===== config.mk =====
export PLATFORM = sky130hd
export DESIGN_NAME = fifo_frame_reader
export DESIGN_NICKNAME = d
export VERILOG_FILES = /design/src/rtl/fifo_frame_reader.sv
export SDC_FILE = /design/constraint.sdc
export NUM_CORES = 1
export LEC_CHECK = 0
export CAP_MARGIN = 20
export CELL_PAD_IN_SITES_DETAIL_PLACEMENT = 1
export CELL_PAD_IN_SITES_GLOBAL_PLACEMENT = 1
export CORE_UTILIZATION = 23
export DETAILED_ROUTE_END_ITERATION = 7
export GPL_TIMING_DRIVEN = 0
export PLACE_DENSITY = 0.51
export SETUP_SLACK_MARGIN = 0.2
export SYNTH_ARGS = -nofsm -noshare
export SYNTH_HDL_FRONTEND = slang
export SYNTH_SLANG_ARGS = --single-unit

===== constraint.sdc =====
create_clock -name clk -period 2.57 [get_ports clk]
set_input_delay 0.514 -clock clk [delete_from_list [all_inputs] [get_ports clk]]
set_output_delay 0.514 -clock clk [all_outputs]
set_load 0.03 [all_outputs]

===== src/rtl/fifo_frame_reader.sv =====
// Drains the ADC sample-byte FIFO and emits framed packets on a valid/ready byte stream:
// HDR0 HDR1, PAYLOAD_LEN payload bytes, 8-bit additive checksum.
module fifo_frame_reader #(
  parameter int unsigned PAYLOAD_LEN = 256,
  parameter int unsigned RD_LATENCY  = 2,
  parameter logic [7:0]  HDR0        = 8'hEB,
  parameter logic [7:0]  HDR1        = 8'h90
) (
  input  logic        clk,
  input  logic        rst_n,
  input  logic [7:0]  fifo_rd_data,
  input  logic        fifo_empty,
  output logic        fifo_rd_en,
  output logic [7:0]  m_data,
  output logic        m_valid,
  input  logic        m_ready,
  output logic        m_sop,
  output logic        m_eop,
  output logic        frame_done,
  output logic [15:0] frame_cnt
);

  localparam int unsigned CNT_W      = 17;
  localparam int unsigned SKID_DEPTH = 4;
  localparam int unsigned PTR_W      = 2;
  localparam int unsigned OCC_W      = 3;
  localparam logic [CNT_W-1:0] LEN    = CNT_W'(PAYLOAD_LEN);
  localparam logic [CNT_W-1:0] LEN_M1 = CNT_W'(PAYLOAD_LEN - 1);

  typedef enum logic [2:0] {IDLE, HDR_A, HDR_B, PAYLOAD, CKSUM} state_e;

  state_e           state_q, state_d;
  logic [CNT_W-1:0] issued_q, issued_d;
  logic [CNT_W-1:0] sent_q, sent_d;
  logic [7:0]       csum_q, csum_d;
  logic [15:0]      frame_cnt_q, frame_cnt_d;
  logic             frame_done_q, frame_done_d;
  logic [RD_LATENCY-1:0] pipe_q;
  logic [7:0]       skid_q [SKID_DEPTH];
  logic [PTR_W-1:0] wr_ptr_q, rd_ptr_q;
  logic [OCC_W-1:0] occ_q, occ_d;
  logic [OCC_W-1:0] inflight_c;
  logic             tail_v, occ_nz, head_v;
  logic [7:0]       head_data;
  logic             fetch_state, rd_en_c, pop_c, buf_pop, buf_wr;
  logic             m_valid_c, m_sop_c, m_eop_c;
  logic [7:0]       m_data_c;

  // Reads still travelling through the FIFO output pipeline.
  always_comb begin
    inflight_c = '0;
    for (int i = 0; i < RD_LATENCY; i++) inflight_c = inflight_c + OCC_W'(pipe_q[i]);
  end

  // Arriving FIFO data falls straight through when the buffer is empty, so payload follows the header gap-free.
  assign tail_v    = pipe_q[RD_LATENCY-1];
  assign occ_nz    = (occ_q != '0);
  assign head_v    = occ_nz || tail_v;
  assign head_data = occ_nz ? skid_q[rd_ptr_q] : fifo_rd_data;

  assign fetch_state = (state_q == HDR_A) || (state_q == HDR_B) || (state_q == PAYLOAD);
  assign rd_en_c = fetch_state && !fifo_empty && (issued_q < LEN) &&
                   (({1'b0, occ_q} + {1'b0, inflight_c}) < 4'd4);

  assign buf_pop = pop_c && occ_nz;
  assign buf_wr  = tail_v && !(pop_c && !occ_nz);
  assign occ_d   = occ_q + OCC_W'(buf_wr) - OCC_W'(buf_pop);

  // Next-state and stream outputs.
  always_comb begin
    state_d      = state_q;
    issued_d     = issued_q + CNT_W'(rd_en_c);
    sent_d       = sent_q;
    csum_d       = csum_q;
    frame_cnt_d  = frame_cnt_q;
    frame_done_d = 1'b0;
    pop_c        = 1'b0;
    m_valid_c    = 1'b0;
    m_data_c     = 8'h00;
    m_sop_c      = 1'b0;
    m_eop_c      = 1'b0;
    case (state_q)
      IDLE: begin
        issued_d = '0;
        sent_d   = '0;
        csum_d   = 8'h00;
        if (!fifo_empty) state_d = HDR_A;
      end
      HDR_A: begin
        m_valid_c = 1'b1;
        m_data_c  = HDR0;
        m_sop_c   = 1'b1;
        if (m_ready) state_d = HDR_B;
      end
      HDR_B: begin
        m_valid_c = 1'b1;
        m_data_c  = HDR1;
        if (m_ready) state_d = PAYLOAD;
      end
      PAYLOAD: begin
        m_valid_c = head_v;
        m_data_c  = head_v ? head_data : 8'h00;
        if (head_v && m_ready) begin
          pop_c  = 1'b1;
          csum_d = csum_q + head_data;
          sent_d = sent_q + CNT_W'(1);
          if (sent_q == LEN_M1) state_d = CKSUM;
        end
      end
      CKSUM: begin
        m_valid_c = 1'b1;
        m_data_c  = csum_q;
        m_eop_c   = 1'b1;
        if (m_ready) begin
          frame_done_d = 1'b1;
          frame_cnt_d  = frame_cnt_q + 16'd1;
          state_d      = IDLE;
        end
      end
      default: state_d = IDLE;
    endcase
  end

  always_ff @(posedge clk or negedge rst_n) begin
    if (!rst_n) begin
      state_q      <= IDLE;
      issued_q     <= '0;
      sent_q       <= '0;
      csum_q       <= 8'h00;
      frame_cnt_q  <= 16'h0000;
      frame_done_q <= 1'b0;
      pipe_q       <= '0;
    end else begin
      state_q      <= state_d;
      issued_q     <= issued_d;
      sent_q       <= sent_d;
      csum_q       <= csum_d;
      frame_cnt_q  <= frame_cnt_d;
      frame_done_q <= frame_done_d;
      pipe_q       <= (pipe_q << 1) | RD_LATENCY'(rd_en_c);
    end
  end

  // Skid buffer; the issue limit keeps occupancy plus in-flight reads within its depth.
  always_ff @(posedge clk or negedge rst_n) begin
    if (!rst_n) begin
      wr_ptr_q <= '0;
      rd_ptr_q <= '0;
      occ_q    <= '0;
      for (int i = 0; i < SKID_DEPTH; i++) skid_q[i] <= 8'h00;
    end else begin
      if (buf_wr && !buf_pop) assert (occ_q < OCC_W'(SKID_DEPTH));
      if (buf_wr) begin
        skid_q[wr_ptr_q] <= fifo_rd_data;
        wr_ptr_q         <= wr_ptr_q + PTR_W'(1);
      end
      if (buf_pop) rd_ptr_q <= rd_ptr_q + PTR_W'(1);
      occ_q <= occ_d;
    end
  end

  assign fifo_rd_en = rd_en_c;
  assign m_valid    = m_valid_c;
  assign m_data     = m_data_c;
  assign m_sop      = m_sop_c;
  assign m_eop      = m_eop_c;
  assign frame_done = frame_done_q;
  assign frame_cnt  = frame_cnt_q;

endmodule

; After elaboration in Yosys (flattened, before gate mapping)
; Cells that the tools add are included.
[word_totals]
in_bits = 12
output_inout_bits = 29
register_bits = 103
elab_cells = 92
[op_classes]
n_bitwise = 3
muxes = 28
reduce_logical = 21
n_eq_ne = 11
order_cmp = 5
add_sub_neg = 10
[op_table]
columns = op, n
row1 = 2-to-1 mux 8 bit, 6
row2 = 2-to-1 mux 17 bit, 2
row3 = one-hot mux 17 bit (2 select lines), 1
row4 = bitwise mux 32 bit, 1
row5 = one-hot mux 8 bit (4 select lines), 1
row6 = 2-to-1 mux 3 bit, 6
row7 = adder 17 x 1 -> 17 bit, 1
row8 = adder 17 x 1 -> 17 bit (second input constant), 1
row9 = == test 17 x 8 -> 1 bit (second input constant), 1
row10 = < comparator 17 x 9 -> 1 bit (second input constant), 1
row11 = adder 16 x 1 -> 16 bit (second input constant), 1
row12 = binary-select mux 8 bit (select 2 bit), 1
row13 = demux 8 bit (select 2 bit), 1
row14 = one-hot mux 8 bit (2 select lines), 1
row15 = one-hot mux 3 bit (5 select lines), 1
row16 = adder 8 bit, 1
row17 = logical AND 1 bit, 8
row18 = != test 2 bit (second input constant), 4
row19 = == test 3 x 2 -> 1 bit (second input constant), 2
row20 = greater-or-equal comparator 3 bit (second input constant), 2
row21 = 2-to-1 mux 1 bit, 6
row22 = inverter 2 -> 3 bit, 2
row23 = AND reduction 6 bit, 1
row24 = adder 2 x 1 -> 2 bit (second input constant), 2
row25 = 18 further kinds, 24

; Logic depth before layout (Yosys ltp)
[depth]
depth_word = 10
depth_mapped = 13

; Worst setup path after synthesis
; No wires, ideal clock.
[synth_path]
path_kind = input-to-reg
startpoint = input fifo_empty
endpoint = register issued_q[14]
setup_time_ps = 78
t_arrival_ps = 3537
setup_slack_ps = -1045
cell_stages = 9
t_required_ps = 2492
path_cell_list = or4_1 > nor4_1 > ha_1 > ha_1 > nand3_1 > nor2_1 > nand2_1 > or3_1 > a21oi_1
[synth_via]
elab_chain_len = 6
[synth_rtl]
columns = element, line_no
row1 = "start, declared", 12  ; input logic fifo_empty,
row2 = zero test 1 bit, --
row3 = logical AND 1 bit (3 in series), 62  ; assign rd_en_c = fetch_state && !fifo_empty && (issued_q < LEN) &&
row4 = net fifo_rd_en, 13  ; output logic fifo_rd_en,
row5 = adder 17 x 1 -> 17 bit, 72  ; issued_d = issued_q + CNT_W'(rd_en_c);
row6 = 2-to-1 mux 17 bit, 82  ; case (state_q)
row7 = net issued_d[14], 33  ; logic [CNT_W-1:0] issued_q, issued_d;
row8 = "end signal, assigned", 135  ; issued_q <= issued_d;
row9 = "end, declared", 33
; The timed path passes the listed nets, and every way through them passes these cells.
; A chain may end at the register's enable or synchronous reset.

; Worst setup path in the final report
[layout_path]
startpoint = input fifo_empty
endpoint = register issued_q[10]
[layout_via]
elab_chain_len = 6
[layout_rtl]
columns = element, line_no
row1 = zero test 1 bit, --
row2 = logical AND 1 bit (3 in series), 62
row3 = adder 17 x 1 -> 17 bit, 72
row4 = 2-to-1 mux 17 bit, 82
row5 = net issued_d[10], 33
; The timed path passes the listed nets, and every way through them passes these cells.

==> results.md <==
- Status: finished with violations
- Failing checks: negative setup slack
- PwrDens: 1130 nW/µm²
- Placed cells: 810
- PortBufs: 40
- Clock skew: 0.0108 ns
- Post-synthesis sequential area ratio: 48.7%
- Detailed Route Iter0 Violations: 97
- Netlist cell types: 55
- Number of diodes: 0
- RSZ-0062 raised after global routing: yes
- DP Wirelength: 9320 µm
- Number of enable flip-flop cells after synthesis: 0
- Drt via density: 4.55
- FILL cells: 2,472
- Initial Util: 23.4%
- Synth Cell Area: 5290 µm²
- Maximum vdd drop: 0.697 mV
- Post-Place Cell Area: 6150 µm²
- Max Cap Viol: 0
- CP required: 2.80 ns
- Num Clock Sinks: 103
- Ys Warns: 0
- Period utilisation layout: 104%
- Worst slew pin tran: 0.566 ns
- Root buffer cell: clkbuf_16
- Dominant cell type by area after synthesis: dfrtp_1
- Final #Nets: 618
- Area Growth Syn to Fin: 37.6%
- Total Wirelength: 14,100 µm
- CTS H-tree depth: 3
- Worst hold margin: 0.126 ns
- Mapped Nets: 517
- Place WS: -0.604 ns
- Comb pwr share: 53.9%
- Leak Pwr: 3.21 nW
- Slew headroom: 62.1%
- Final Cell Area: 7280 µm²
- Core Util, Final: 32.3%
- Peak Freq: 376 MHz
- DRC viols: 0
- Minimum clock period: 2.66 ns
- First-pass GRT wire length: 23,400 µm
- Layout Cells excl Fill: 875
- Setup tns final: -0.520 ns
- Type of the worst setup path: input port to flop
- Vias in the first global route: 4,330
- Top cells by area, synth: dfrtp_1 49%, mux2_1 6.8%, xor2_1 4.8%
- Clock Path Buffers: 2
- CTS buffer count: 9
- Fraction of layout cells with a size suffix above 1: 31.9%
- Synthesized instance count: 484
- Syn Area/Cell: 10.9 µm²
- Final Setup Violations: 10
- Synthesis-stage register bit count: 103
- Top_reg_cell synth: dfrtp_1
- Core Area: 22,600 µm²
- Yosys top cell area share: 48.7%
- PnR worst setup slack: -0.0903 ns
- Die W: 154 µm
- Die Span Y: 154 µm
- Drt wl/cell: 16.1 µm
- Clock transition at path regs: 0.08 ns
- Psw: 3.36 mW
- GRT Util Overall: 12.6%
- Commonest non-fill, non-tap cells in the layout: 99 x dfrtp_1, 44 x nand2_1, 38 x nor2_1
- Clk_lat worst skew: 0.36 ns
- Total grt overflow: 0
- Critical path startpoint: fifo_empty
- Worst setup EP type: flop
- Final ANT Viol Nets: 0
- Antenna violations before repair: 0
- RePlAce Congestion: 0.759
- I/O pins: 41
- Most common cell after layout, fill and taps aside: dfrtp_1
- Total power: 8.21 mW
- Pint: 4.85 mW
- Highest fanout seen on the critical path: 3
- DIE AREA: 23,600 µm²
- Min-Delay Path Class: input port to async pin
- Reg2reg setup slack: -0.09 ns
- FFs w/ async S/R, synth: 100%
- Switching Share: 40.9%
- Final Hold Fails: 0
- CP arrival: 2.89 ns
- Fin. max-slew vios: 0
- TritonCTS clock tree: yes
- Sequential fraction of design power: 29.3%
- Post-CTS Hold Fix Bufs: 0
- Reg2reg start: rd_ptr_q[0]
- Pre-Repair DR Iteration Count: 4
- Vias: 3,981
- Pin count of the biggest net entering global routing: 69
- Element type at the critical path start: input port
- Clk pwr share: 16.8%
- Cell Rows: 55
## flip-flops by register name (all words and copies together) (netlist names), 3 cells and up
register   count
sent_q        17
state_q        3
frame_cnt     16
occ_q          3
issued_q      17
skid_q        32
csum_q         8
## per-layer routing
layer	routed length [µm]	GRT usage (%)
met5	0	0
met4	222	3.81
met3	322	2.28
met2	7220	22.2
met1	6290	15.7
## cells in the mapped netlist, types with 7 or more instances
cell type  count
nor2_1        43
o21ai_0       12
xor2_1        29
nand2_1       61
inv_1         12
nand3_1       23
ha_1          19
dfrtp_1      103
a21o_1         7
a21oi_1       18
xnor2_1       23
mux2_1        32
and3_1         9
## critical path: stages
cell	delay, ns
clkdlybuf4s50_1	0.47
or4_4	0.46
nor4_4	0.26
ha_2	0.27
ha_4	0.16
nand3_4	0.08
nor2_4	0.16
buf_6	0.12
buf_6	0.08
buf_6	0.08
nand2_2	0.04
xor2_1	0.14
nor2_1	0.05
## area by class of cell
type	count	area [µm²]	share of cell area, %
inverter	14	55.1	0.756
tap	285	357	4.90
buffer	14	115	1.58
timing repair buffer	90	873	12.0
sequential	103	2580	35.5
clock buffer	9	225	3.09
multi-input combinational	353	3010	41.4
clock inverter	7	61.3	0.842
## power groups by stage
stage          registers [mW]  clock network (mW)  logic [mW]
4_1_cts                  2.41                1.44        4.11
3_3_place_gp             2.37                   0        3.26
5_1_grt                  2.47                1.49        4.86
3_5_place_dp             2.41                   0        3.34
2_1_floorplan            2.36                   0        2.31
6_report                 2.41                1.38        4.43
## path summary, 6_finish.rpt
| kind | end | cells past startpoint |
|---|---|---|
| min reg2reg | pipe_q[1] | 0 |
| max in group asynchronous | rd_ptr_q[0] | 2 |
| min | frame_cnt[7] | 1 |
| min in group clk | pipe_q[1] | 0 |
| max | issued_q[10] | 13 |
| max reg2reg | csum_q[7] | 12 |
## cell families (layout without fill, tap and decap cells)
| group | count (synthesis) | after routing | synth area share [%] |
|---|---|---|---|
| simple gates | 178 | 178 | 16.9 |
| mux | 41 | 41 | 10.9 |
| flops | 103 | 103 | 48.7 |
| fa+ha+maj | 22 | 22 | 5.44 |
| xor+xnor | 52 | 52 | 8.61 |
| buf+inv | 28 | 134 | 2.46 |
| compound gates | 60 | 60 | 7.02 |
## what timing repair did
item / CTS / global route
setup endpoints to repair: 32 / 33
gates cloned: 2 / 0
setup buffers: 36 / 11
pin swaps: 45 / 37
endpoints found under the hold margin: 0 / 0
resized for setup: 148 / 39
Power figures use the tool's default switching activity.
